`config.mk`:
```
export PLATFORM = sky130hd
export DESIGN_NAME = param_sys_array
export DESIGN_NICKNAME = d
export VERILOG_FILES = /design/src/rtl/param_sys_array.sv
export SDC_FILE = /design/constraint.sdc
export NUM_CORES = 1
export LEC_CHECK = 0
export BUFFER_PORTS_ARGS = -buffer_cell sky130_fd_sc_hd__buf_2
export CORE_MARGIN = 8
export CORE_UTILIZATION = 42
export DETAILED_ROUTE_END_ITERATION = 7
export PLACE_DENSITY_LB_ADDON = 0.05
export RECOVER_POWER = 100
export SKIP_LAST_GASP = 1
export SLEW_MARGIN = 15
export SYNTH_ARGS = -nofsm -noshare
export SYNTH_HDL_FRONTEND = slang
export SYNTH_SLANG_ARGS = --single-unit
```
`constraint.sdc`:
```
create_clock -name clk -period 18.3 [get_ports clk]
set_clock_uncertainty 0.15 [all_clocks]
set_input_delay 2.745 -clock clk [delete_from_list [all_inputs] [get_ports clk]]
set_output_delay 2.745 -clock clk [all_outputs]
set_load 0.02 [all_outputs]
```
`src/rtl/param_sys_array.sv`:
```
// Output-stationary systolic tile computing C = A x B one inner-product index per beat.
// The finished tile is held on a valid/ready port, with an optional sum of all C entries.
module param_sys_array #(
   parameter int WIDTH = 8,
   parameter int ROWS  = 2,
   parameter int COLS  = 2,
   parameter int DEPTH = 4,
   localparam int ACC_W = 2*WIDTH + $clog2(DEPTH),
   localparam int IMP_W = ACC_W + $clog2(ROWS*COLS)
) (
   input  logic                         clk,
   input  logic                         _reset,
   input  logic                         enable,
   input  logic                         abort,
   input  logic                         imp_en,
   input  logic                         in_valid,
   output logic                         in_ready,
   input  logic [ROWS*WIDTH-1:0]        a_col,
   input  logic [COLS*WIDTH-1:0]        b_row,
   output logic                         out_valid,
   input  logic                         out_ready,
   output logic [ROWS*COLS*ACC_W-1:0]   result,
   output logic signed [IMP_W-1:0]      importance
);

   localparam int KW = $clog2(DEPTH);

   typedef enum logic {
      ACC  = 1'b0,
      DONE = 1'b1
   } state_t;

   state_t                  state;
   state_t                  state_next;
   logic [KW-1:0]           k_cnt;
   logic                    imp_flag;
   logic                    accept;
   logic                    first_beat;
   logic                    last_beat;
   logic signed [ACC_W-1:0] acc  [ROWS][COLS];
   logic signed [2*WIDTH-1:0] prod [ROWS][COLS];
   logic signed [IMP_W-1:0] acc_sum;

   // Handshake: a beat transfers on a rising edge where in_valid && in_ready;
   // a result transfers on a rising edge where out_valid && out_ready && enable.
   assign in_ready   = enable && (state == ACC);
   assign accept     = in_valid && in_ready;
   assign first_beat = (k_cnt == '0);
   assign last_beat  = (k_cnt == KW'(DEPTH-1));
   assign out_valid  = (state == DONE);

   always_comb begin
      for (int r = 0; r < ROWS; r++) begin
         for (int c = 0; c < COLS; c++) begin
            prod[r][c] = $signed(a_col[r*WIDTH +: WIDTH]) * $signed(b_row[c*WIDTH +: WIDTH]);
         end
      end
   end

   always_ff @(posedge clk) begin
      if (!_reset) begin
         state <= ACC;
      end else begin
         state <= state_next;
      end
   end

   always_comb begin
      state_next = state;
      if (abort) begin
         state_next = ACC;
      end else if (enable) begin
         case (state)
            ACC:     if (accept && last_beat) state_next = DONE;
            DONE:    if (out_ready) state_next = ACC;
            default: state_next = ACC;
         endcase
      end
   end

   // The k=0 beat overwrites the accumulators, so no clear cycle is needed between tiles.
   always_ff @(posedge clk) begin
      if (!_reset) begin
         k_cnt    <= '0;
         imp_flag <= 1'b0;
         for (int r = 0; r < ROWS; r++) begin
            for (int c = 0; c < COLS; c++) begin
               acc[r][c] <= '0;
            end
         end
      end else if (abort) begin
         k_cnt    <= '0;
         imp_flag <= 1'b0;
      end else if (accept) begin
         k_cnt <= last_beat ? '0 : k_cnt + 1'b1;
         if (first_beat) imp_flag <= imp_en;
         for (int r = 0; r < ROWS; r++) begin
            for (int c = 0; c < COLS; c++) begin
               if (first_beat) acc[r][c] <= ACC_W'(prod[r][c]);
               else            acc[r][c] <= acc[r][c] + ACC_W'(prod[r][c]);
            end
         end
      end
   end

   always_comb begin
      result  = '0;
      acc_sum = '0;
      for (int r = 0; r < ROWS; r++) begin
         for (int c = 0; c < COLS; c++) begin
            result[(r*COLS+c)*ACC_W +: ACC_W] = acc[r][c];
            acc_sum = acc_sum + IMP_W'(acc[r][c]);
         end
      end
      importance = (out_valid && imp_flag) ? acc_sum : '0;
   end

endmodule

```
# --- Word level (Yosys, flattened, before mapping) ---
# Memory sizes are Yosys's and may differ from the RTL's.
# Cells that the tools add are included.
totals:
  output_inout_bits: 94
  mem_bits_rw: 72
  wordCells: 58
  memories: 1
  inputBits: 39
  rom_bits: 0
  latch_bits: 0
  register_bits: 4
memory_table:
  columns: ["memory", "words", "width", "rd", "rd_ports_with_merged_regs", "write_ports", "line", "source"]
  rows:
  - ["acc", 2, 36, 2, 0, 2, "40", "logic signed [ACC_W-1:0] acc [ROWS][COLS];"]
op_classes:
  n_eq_ne: 1
  mux: 24
  bitwise_logic: 10
  reduce_logical: 7
  n_mul: 4
  magnitude_cmp: 0
  addsub: 8
  n_div: 0
  shift: 0
op_table:
  columns: ["cell", "count"]
  rows:
  - ["18-bit two-way mux", 8]
  - ["18-bit by 16-bit adder with 18-bit output", 4]
  - ["8-bit by 8-bit multiplier with 16-bit output", 4]
  - ["19-bit by 18-bit adder with 20-bit output", 1]
  - ["20-bit by 18-bit adder with 20-bit output", 1]
  - ["20-bit two-way mux", 1]
  - ["18-bit by 18-bit adder with 19-bit output", 1]
  - ["1-bit two-way mux", 13]
  - ["1-bit OR", 8]
  - ["1-bit logical AND", 4]
  - ["2-bit by 1-bit adder with 2-bit output, second input constant", 1]
  - ["2-bit equality test, second input constant", 1]
  - ["2-bit zero test", 1]
  - ["2-bit two-way mux", 1]
  - ["1-bit NOT", 2]
  - ["1-bit one-hot mux with 2 select lines", 1]
  - ["2-bit AND reduction", 1]
  - ["2-bit OR reduction", 1]

# --- Logic depth before layout (Yosys ltp) ---
# Gate-level depths: netlist (run 1).
logic_depth:
  ltp_word: 9
  mapped_depth: 26

# --- Worst setup path after synthesis (run 1) ---
# OpenSTA, ideal clock, no wires.
synth_path:
  path_type: "input -> register"
  from: "input port b_row[8]"
  to: "memory acc[0][17] (netlist bit) (data pin)"
  slack_ns: 9.852
  required_time_ns: 17.882
  path_stages: 25
  arrival_time_ns: 8.030
  n_path_buf: 1
  path_cell_list: "clkbuf_1 -> and2_1 -> ha_1 -> fa_1 -> ha_1 -> inv_1 -> fa_1 -> inv_1 -> ha_1 -> fa_1 -> a21o_1 -> a21oi_1 -> nor2b_1 -> o21a_1 -> nor2_1 -> xnor2_1 -> ha_1 -> a21oi_1 -> o21ai_0 -> a2111oi_0 -> nor2_1 -> o221ai_1 -> mux2_2 -> nor3_1 -> nor3b_1"
synth_lines:
  columns: ["item", "line", "source"]
  rows:
  - ["from (decl)", "19", "input logic [COLS*WIDTH-1:0] b_row,"]
  - ["to (decl)", "40", null]

==> reports/metrics.cfg, run 1 <==
[pwr]
combPwrFrac=0.881
leakage_nw=9.201
powerDensity_nw_per_um2=192.9
p_int_mw=1.650
ir_worst_vdd_mv=0.1016
seq_power_share=0.068
swShare=0.5511
p_clk_frac=0.051
switching_power_mw=2.026

[final_layout]
layoutNonFillerInstCount=2620
n_fill_cell=4232
layout-drive-gt1-share=0.02692
area_growth_syn_to_layout_pct=7.139
final_nets=2580
final_util=0.4554

[synthesis]
synth_seq_area_share=0.1260
ys.flop_type=edfxtp_1
synth_cell_types=68
syn-cell-area_um2=17790
syn_nets=2490
async_reset_ff_frac=0
syn_avg_cell_area_um2=8.962
synth_cells=1985
ys_warn_count=0
synth-seq-cells=76
synth_edf_count=72

[route]
drc=0
vias_per_cell=5.267
drt_iter0_markers=751
drtPass1Iterations=5
ant_nets=0
detail_route.wl_per_cell_um=19.26
vias=13800
routed_wl_mm=50.47

[critical_path]
cp_common_cell=ha_1
critical_path.top_delay_family=adder cells
cp.required_ns=18.19
cp-start-kind=input pin
crit_slowest_cell=clkbuf_1
cp.arrival_ns=9.26
worst-path-buf-inv=3
crit_fanout=16
worstSetupPathType=in -> reg
endpoint_kind=register
slowest_delay_ns=0.73

[place]
placed_cells=2603
portBuffers=132
hpwl_mm=41.50
gp_congestion=0.8945
dp_slack_ns=9.009

[cts]
post_cts_resized=0
cts_buffers=9
clock_path_buffers=2
clock_latency_ns=0.35
cts_tree=done
root_buffer=clkbuf_16
hold_buffers=0
htree_levels=3
cts_num_sinks=76
cts.clk_slew.worst_paths_ns=0.06
post_cts_buffers=0

[floorplan]
io_pins=133
dieArea_um2=49200
start_util=0.4251
num_rows=75
core-area_um2=41850
die_w_um=221.8
die_h_um=221.8

[global_routing]
overflow=0
first_global_vias=13998
grt_usage=0.2052
grt_max_degree=84
antenna_found_initial=0
grt_pass1_wl_mm=79.99

[timing]
rsz0062_at_grt=false
holdWs_ns=0.3894
finalSetupViolCount=0
fin_tns_setup_ns=0
fin_ws_ns=8.929
relSlewSlack=-1.078
period_share=0.5121
tightest_slew_ns=3.085
hold_viol=0
drv_slew=90
fin_crit_ns=9.371
fmax_ghz=0.1067

[worst_hold_path]
hold_class=reg -> reg

[status]
status=complete, but fails checks
violations=max-capacitance violations, max-slew violations

[flow_run]
maxCapViolCount=3

placed cells by master (no fill, tap or decap), drive strengths merged, types with 72 or more instances in the layout:
cell	synthesis	final
fa	261	261
and2	160	160
nor2	158	158
edfxtp	72	72
clkbuf	48	116
nand2	143	143
inv	333	333
xnor2	88	88
a21oi	120	120
ha	205	205
sequential cells by signal, indices dropped and copies added, names as in the netlist:
signal     flops
acc           72
imp_flag       1
out_valid      1
k_cnt          2
worst paths after layout:
path                                              from                        to  slack (ns)  cells after the start
worst max-delay path                          a_col[3]  acc[0][17]$_SDFFCE_PP0P_        8.93                     25
worst min-delay path             k_cnt[1]$_SDFFE_PP0P_     k_cnt[1]$_SDFFE_PP0P_        0.39                      2
worst max register to register  out_valid$_SDFFE_PP0P_      acc[1][33]$_DFFE_PP_       13.11                      5
worst min register to register   k_cnt[1]$_SDFFE_PP0P_     k_cnt[1]$_SDFFE_PP0P_        0.39                      2
power groups by stage:
stage                     registers (mW)  logic [mW]  clock network [mW]
final                              0.250        3.24               0.187
after global placement             0.254        3.18                   0
after floorplan                    0.258        2.44                   0
after CTS                          0.250        3.24               0.192
after detailed placement           0.254        3.22                   0
after global routing               0.252        3.61               0.195
per-stage QoR:
step                cell area [µm²]  power, mW
detailed placement            18940      3.473
floorplan                     17790      2.702
global placement              18940      3.435
finish                        19060      3.677
CTS                           19230      3.681
global route                  19060      4.060
cells in the mapped netlist (3+ instances only):
cell type    n  area (µm²)
xor2_1      44       385.4
fa_1       261        5225
o21a_1      27       202.7
nand2_1    143       536.8
nand3_1     16       80.08
and2_1     160        1001
nor3b_1      4       30.03
a31o_2       3       26.28
nor2_1     158       593.1
dfxtp_1      4       80.08
buf_1        9       33.78
xnor2_1     88       770.7
and3_1      11       68.82
nor2b_1      6       37.54
nand2b_1    26       162.7
a21o_1      43       322.8
nand4_1      4       25.02
o21ai_0     54       270.3
clkbuf_1    47       176.4
edfxtp_1    72        2162
a311oi_1     4       35.03
a211oi_1    21       157.7
mux2i_1     19       190.2
a21oi_1    120       600.6
o41ai_1      6       52.55
o21bai_1    10       75.07
a211o_1      4       35.03
o211ai_1     4       30.03
inv_1      332        1246
a31oi_1      5       31.28
o31ai_1      3       22.52
ha_1       205        2565
a2111oi_0    4       35.03
nor3_1      25       125.1
layer usage:
metal / vias to the layer above / global-route usage / wire length, µm
met5: - / 0 / 0
met4: 0 / 0.04340 / 926
met3: 31 / 0.02222 / 2017
met2: 290 / 0.3426 / 23550
met1: 6856 / 0.2848 / 23980
li1: 6623 / - / -
cell families (layout without fill, tap and decap cells):
| group | Yosys count | count (layout) | synth area share |
|---|---|---|---|
| simple gates | 567 | 567 | 0.1555 |
| fa+ha+maj | 466 | 466 | 0.4379 |
| buf+inv | 391 | 486 | 0.08313 |
| compound gates | 333 | 333 | 0.1211 |
| xor+xnor | 132 | 132 | 0.06499 |
| flops | 76 | 76 | 0.1260 |
| mux | 20 | 20 | 0.01132 |
| other cells | 0 | 1 | 0 |
worst min-delay path, cell delays in order (launching register included):
cell	delay, ns
dfxtp_1	0.35
mux2i_1	0.08
nor2_1	0.07
layout make-up:
| class | instances | area, µm² | area share |
|---|---|---|---|
| Antenna cell | 1 | 2.502 | 0.0001313 |
| Clock buffer | 14 | 254.0 | 0.01333 |
| Clock inverter | 2 | 35.03 | 0.001838 |
| Inverter | 333 | 1250 | 0.06558 |
| Multi-Input combinational cell | 1518 | 14040 | 0.7367 |
| Sequential cell | 76 | 2242 | 0.1176 |
| Tap cell | 539 | 674.4 | 0.03538 |
| Timing Repair Buffer | 137 | 560.5 | 0.02941 |
No activity file was read; power rests on OpenSTA's default activity.
==> run 2: changes to the inputs <==
==> constraint.sdc (replaced) <==
create_clock -name clk -period 7.9 [get_ports clk]
set_clock_uncertainty 0.15 [all_clocks]
set_input_delay 1.185 -clock clk [delete_from_list [all_inputs] [get_ports clk]]
set_output_delay 1.185 -clock clk [all_outputs]
set_load 0.02 [all_outputs]
==> run 2 against run 1 <==
Net effect: the run still ends with max-capacitance violations, max-slew violations left; design area up 0.71%; sequential share of layout area down 0.083 points; sequential power up 130%; clock power up 130%; core utilization up 0.32 points; global-route usage down 0.21 points; die area unchanged; final cell count up 0.57%; critical path type unchanged; power up 140%; largest power group unchanged; combinational power up 140%; register-to-register slack worse by 12 ns; critical path depth down 4.
==> reports/metrics.cfg, run 2 (synthesized netlist as in run 1, its figures left out) <==
[critical_path]
crit_path_end=acc[1][17]$_SDFFCE_PN0P_
r2r_cells=8
r2r-end=acc[0][16]$_SDFFCE_PP0P_
worstSetupPathType=in -> reg
cp-start-kind=input pin
crit_fanout=7
cp.required_ns=7.86
reg2reg_from=k_cnt[0]$_SDFFE_PP0P_
ff2ff_setup_slack_ns=1.32
endpoint_kind=register
cp.arrival_ns=7.34
crit_path_start=b_row[15]

[floorplan]
dieArea_um2=49200
die_h_um=221.8
io_pins=133
start_util=0.4251
die_w_um=221.8
num_rows=75
core-area_um2=41850

[final_layout]
area_growth_syn_to_layout_pct=7.899
regArea_um2=2242
n_fill_cell=4205
largestRegisters=acc x72, k_cnt x2
layout_common_cells=inv_1 (333), fa_1 (261), ha_1 (205)
largest-register=acc
multiInputGateArea_um2=14070
final_nets=2595
final_common_cell=inv_1
layoutNonFillerInstCount=2635
largest_reg_flops=72
layout-drive-gt1-share=0.03628

[global_routing]
antenna_found_initial=2
grt_pass1_wl_mm=79.21
grt_max_degree=85
first_global_vias=14196
grt_usage=0.2031
overflow=0

[cts]
hold_buffers=0
post_cts_buffers=0
htree_levels=3
root_buffer=clkbuf_16
clock_latency_ns=0.35
cts_tree=done
cts_buffers=9
post_cts_resized=0
clock_path_buffers=2
cts_num_sinks=76
cts.clk_slew.worst_paths_ns=0.06

[pwr]
leakage_nw=9.292
powerDensity_nw_per_um2=454.5
ir_worst_vdd_mv=0.2564

[timing]
hold_viol=0
finalSetupViolCount=0
fin_tns_setup_ns=0
period_share=0.9347
fin_crit_ns=7.384
drv_slew=104
tightest_slew_ns=4.291
fmax_ghz=0.1354
rsz0062_at_grt=false
relSlewSlack=-1.861

[status]
status=complete, but fails checks
violations=max-capacitance violations, max-slew violations

[place]
placed_cells=2618
hpwl_mm=40.19
gp_congestion=0.8934
portBuffers=132

[route]
ant_nets=0
drt_iter0_markers=671
drc=0
vias_per_cell=5.225
drtPass1Iterations=5
vias=13769
detail_route.wl_per_cell_um=18.74
routed_wl_mm=49.39

[flow_run]
maxCapViolCount=2

[worst_hold_path]
hold_class=reg -> reg

[run 2: changes by cell type in the layout (fill, tap and decap cells not counted), sizes merged]
cell / before / now
inv: 333 / 334
clkbuf: 116 / 112
buf: 35 / 51
clkinv: 1 / 3
[run 2: through the flow]
| step | total power, mW | cell area, µm² | setup WS, ns | hold WS, ns | utilization |
|---|---|---|---|---|---|
| 3_5_place_dp | 8.235 | 19060 | 0.2607 | 0.3793 | 0.4553 |
| 4_1_cts | 8.713 | 19340 | 0.6122 | 0.3950 | 0.4621 |
| 6_report | 8.723 | 19190 | 0.5160 | 0.3974 | 0.4586 |
| 5_1_grt | 9.686 | 19190 | 0.1570 | 0.4309 | 0.4586 |
| 2_1_floorplan | 6.259 | 17790 | 1.012 | 0.3405 | - |
| 3_3_place_gp | 8.169 | 19060 | 0.2747 | 0.3637 | 0.4553 |
[run 2: where the power goes]
group	total [mW]	internal (mW)	switching, mW
Combinational	7.73	3.22	4.51
Clock	0.422	0.244	0.178
Sequential	0.576	0.499	0.0764
[run 2: layout make-up]
cell class	count	share of cell area
Antenna cell	1	0.0001304
Clock buffer	11	0.01212
Clock inverter	5	0.002673
Inverter	333	0.06512
Multi-Input combinational cell	1518	0.7329
Sequential cell	76	0.1168
Tap cell	539	0.03513
Timing Repair Buffer	152	0.03507
[run 2: layer usage]
layer / global-route usage / vias to the layer above / share of wire
met4: 0.04640 / 2 / 0.018
met3: 0.02738 / 51 / 0.045
met2: 0.3293 / 285 / 0.45
met1: 0.2854 / 6783 / 0.48
met5: 0 / - / 0.00026
li1: - / 6648 / -
[run 2: worst min-delay path by stage]
| stage | from | end | slack, ns | cells past startpoint |
|---|---|---|---|---|
| 3_5_place_dp | k_cnt[1]$_SDFFE_PP0P_ | k_cnt[1]$_SDFFE_PP0P_ | 0.38 | 2 |
| 5_1_grt | k_cnt[1]$_SDFFE_PP0P_ | k_cnt[1]$_SDFFE_PP0P_ | 0.43 | 2 |
| 6_report | k_cnt[1]$_SDFFE_PP0P_ | k_cnt[1]$_SDFFE_PP0P_ | 0.40 | 2 |
| 2_1_floorplan | k_cnt[1]$_SDFFE_PP0P_ | k_cnt[1]$_SDFFE_PP0P_ | 0.34 | 2 |
| 3_3_place_gp | k_cnt[1]$_SDFFE_PP0P_ | k_cnt[1]$_SDFFE_PP0P_ | 0.36 | 2 |
| 4_1_cts | k_cnt[1]$_SDFFE_PP0P_ | k_cnt[1]$_SDFFE_PP0P_ | 0.40 | 2 |
[run 2: critical path, stage by stage]
cell and delay [ns]:
buf_2 0.22, inv_1 0.21, buf_4 0.23, fa_1 0.51
fa_1 0.51, inv_1 0.06, fa_1 0.55, fa_1 0.41
ha_1 0.32, a21oi_1 0.21, o21bai_1 0.12, a2111oi_0 0.57
nor2_1 0.13, xor2_1 0.42, ha_1 0.39, a21o_1 0.21
a31oi_4 0.19, o22ai_2 0.11, nor4bb_1 0.14, or3_1 0.48
mux2i_1 0.13
==> run 3: changes to the inputs <==
==> constraint.sdc (replaced) <==
create_clock -name clk -period 9 [get_ports clk]
set_clock_uncertainty 0.15 [all_clocks]
set_input_delay 1.35 -clock clk [delete_from_list [all_inputs] [get_ports clk]]
set_output_delay 1.35 -clock clk [all_outputs]
set_load 0.02 [all_outputs]
==> run 3 against run 2 <==
Net effect: the flow still finishes with violations (max-capacitance violations, max-slew violations); design area decreased by 0.68%; worst hold slack got worse by 0.0057 ns; critical path depth increased by 4; global-route usage increased by 0.094 points; wire length increased by 1.7%; critical path type unchanged; sequential cell count unchanged; sequential power decreased by 12%; non-clock buffer count decreased by 14; die area unchanged.
==> reports/metrics.cfg, run 3 (synthesized netlist as in run 1, its figures left out) <==
[final_layout]
largest-register=acc
n_fill_cell=4218
regArea_um2=2242
num_antenna_cells=0
final_util=0.4555
largestRegisters=acc x72, k_cnt x2
layout-drive-gt1-share=0.02787
area_growth_syn_to_layout_pct=7.167
final_common_cell=inv_1
layout_common_cells=inv_1 (332), fa_1 (261), ha_1 (204)
final_nets=2581
design_area_um2=19060
largest_reg_flops=72
multiInputGateArea_um2=14050

[route]
drt_iter0_markers=646
vias=13729
vias_per_cell=5.240
detail_route.wl_per_cell_um=19.17
routed_wl_mm=50.23
ant_nets=0
drtPass1Iterations=5
drc=0

[critical_path]
crit_fanout=16
ff2ff_setup_slack_ns=3.87
worstSetupPathType=in -> reg
cp.arrival_ns=7.73
reg2reg_from=out_valid$_SDFFE_PP0P_
cp-start-kind=input pin
r2r-end=acc[1][33]$_DFFE_PP_
endpoint_kind=register
r2r_cells=5
cp.required_ns=8.90

[cts]
htree_levels=3
root_buffer=clkbuf_16
hold_buffers=0
cts_num_sinks=76
cts_tree=done
post_cts_resized=0
clock_latency_ns=0.35
post_cts_buffers=0
cts_buffers=9
clock_path_buffers=2
cts.clk_slew.worst_paths_ns=0.06

[floorplan]
die_w_um=221.8
start_util=0.4251
die_h_um=221.8
io_pins=133
num_rows=75
dieArea_um2=49200
core-area_um2=41850

[timing]
fmax_ghz=0.1278
drv_slew=90
relSlewSlack=-0.8573
hold_viol=0
rsz0062_at_grt=false
fin_crit_ns=7.828
tightest_slew_ns=2.757
finalSetupViolCount=0
period_share=0.8697
fin_tns_setup_ns=0

[global_routing]
antenna_found_initial=0
first_global_vias=14078
grt_max_degree=84
overflow=0
grt_pass1_wl_mm=79.55
grt_usage=0.2040

[worst_hold_path]
hold_end=k_cnt[0]$_SDFFE_PP0P_
hold_class=reg -> reg
hold_start=k_cnt[0]$_SDFFE_PP0P_
min_path_cells=2

[pwr]
switching_power_mw=4.086
powerDensity_nw_per_um2=391.2
swShare=0.5480
total_power_mw=7.457
p_int_mw=3.371
seq_power_share=0.068
p_clk_frac=0.050
leakage_nw=9.201
combPwrFrac=0.882
ir_worst_vdd_mv=0.2028

[flow_run]
maxCapViolCount=3

[status]
violations=max-capacitance violations, max-slew violations
status=complete, but fails checks

[place]
place_area_um2=18950
gp_congestion=0.8813
portBuffers=132
hpwl_mm=41.34

run 3: cell types whose count changed in the layout (fill, tap and decap cells not counted), sizes merged:
| cell | previous run | this run |
|---|---|---|
| buf | 51 | 35 |
| clkbuf | 112 | 113 |
| clkinv | 3 | 4 |
| clkinvlp | 0 | 1 |
| diode | 1 | 0 |
| inv | 334 | 333 |
run 3: how the worst max path moves through the flow:
| stage | end | from | slack (ns) |
|---|---|---|---|
| floorplan | acc[0][17]$_SDFFCE_PP0P_ | b_row[8] | 1.95 |
| global placement | acc[1][35]$_DFFE_PP_ | b_row[3] | 1.31 |
| detailed placement | acc[1][35]$_DFFE_PP_ | b_row[3] | 1.19 |
| CTS | acc[1][35]$_DFFE_PP_ | b_row[3] | 1.56 |
| global route | acc[0][17]$_SDFFCE_PP0P_ | a_col[2] | 0.68 |
| finish | acc[0][17]$_SDFFCE_PP0P_ | a_col[2] | 1.17 |
run 3: cell type report:
cell class	instances	share of cell area
inverters	333	0.06556
repair buffers	138	0.02973
well taps	539	0.03537
multi-input cells	1518	0.7368
clock inverters	6	0.002888
clock buffers	10	0.01201
flip-flops and latches	76	0.1176
run 3: power groups by stage:
stage                     registers, mW  clock network [mW]  logic [mW]
after floorplan                   0.525                   0        4.97
after global placement            0.516                   0        6.49
after detailed placement          0.517                   0        6.53
after CTS                         0.509               0.380        6.58
after global routing              0.514               0.391        7.35
final                             0.509               0.371        6.58
run 3: metrics by stage:
step	setup WS [ns]	hold slack [ns]	std cells
CTS	1.562	0.3947	2620
floorplan	1.947	0.3405	1985
finish	1.172	0.3917	2620
global route	0.6827	0.4397	2620
global placement	1.313	0.3666	2604
detailed placement	1.190	0.3875	2604
run 3: critical path, stage by stage:
cell and delay [ns]:
clkbuf_1 0.73, nand2_1 0.18, fa_1 0.49, fa_1 0.49, inv_1 0.04, ha_1 0.26, inv_1 0.04, fa_1 0.47
inv_1 0.06, fa_1 0.39, a21o_1 0.19, a21oi_1 0.21, nor2b_1 0.10, o21a_1 0.18, nor2_1 0.11, xnor2_1 0.25
ha_1 0.37, a21oi_1 0.17, o21ai_0 0.13, a2111oi_0 0.55, nor2_1 0.11, o221ai_1 0.27, mux2_1 0.36, nor3_1 0.14
nor3b_1 0.07
run 3: per-layer routing:
layer | track usage | part of all wire | vias to the layer above
met5 | 0 | 0 | -
met4 | 0.05538 | 0.027 | 0
met3 | 0.02143 | 0.040 | 51
met2 | 0.3354 | 0.46 | 304
met1 | 0.2832 | 0.48 | 6757
li1 | - | - | 6617
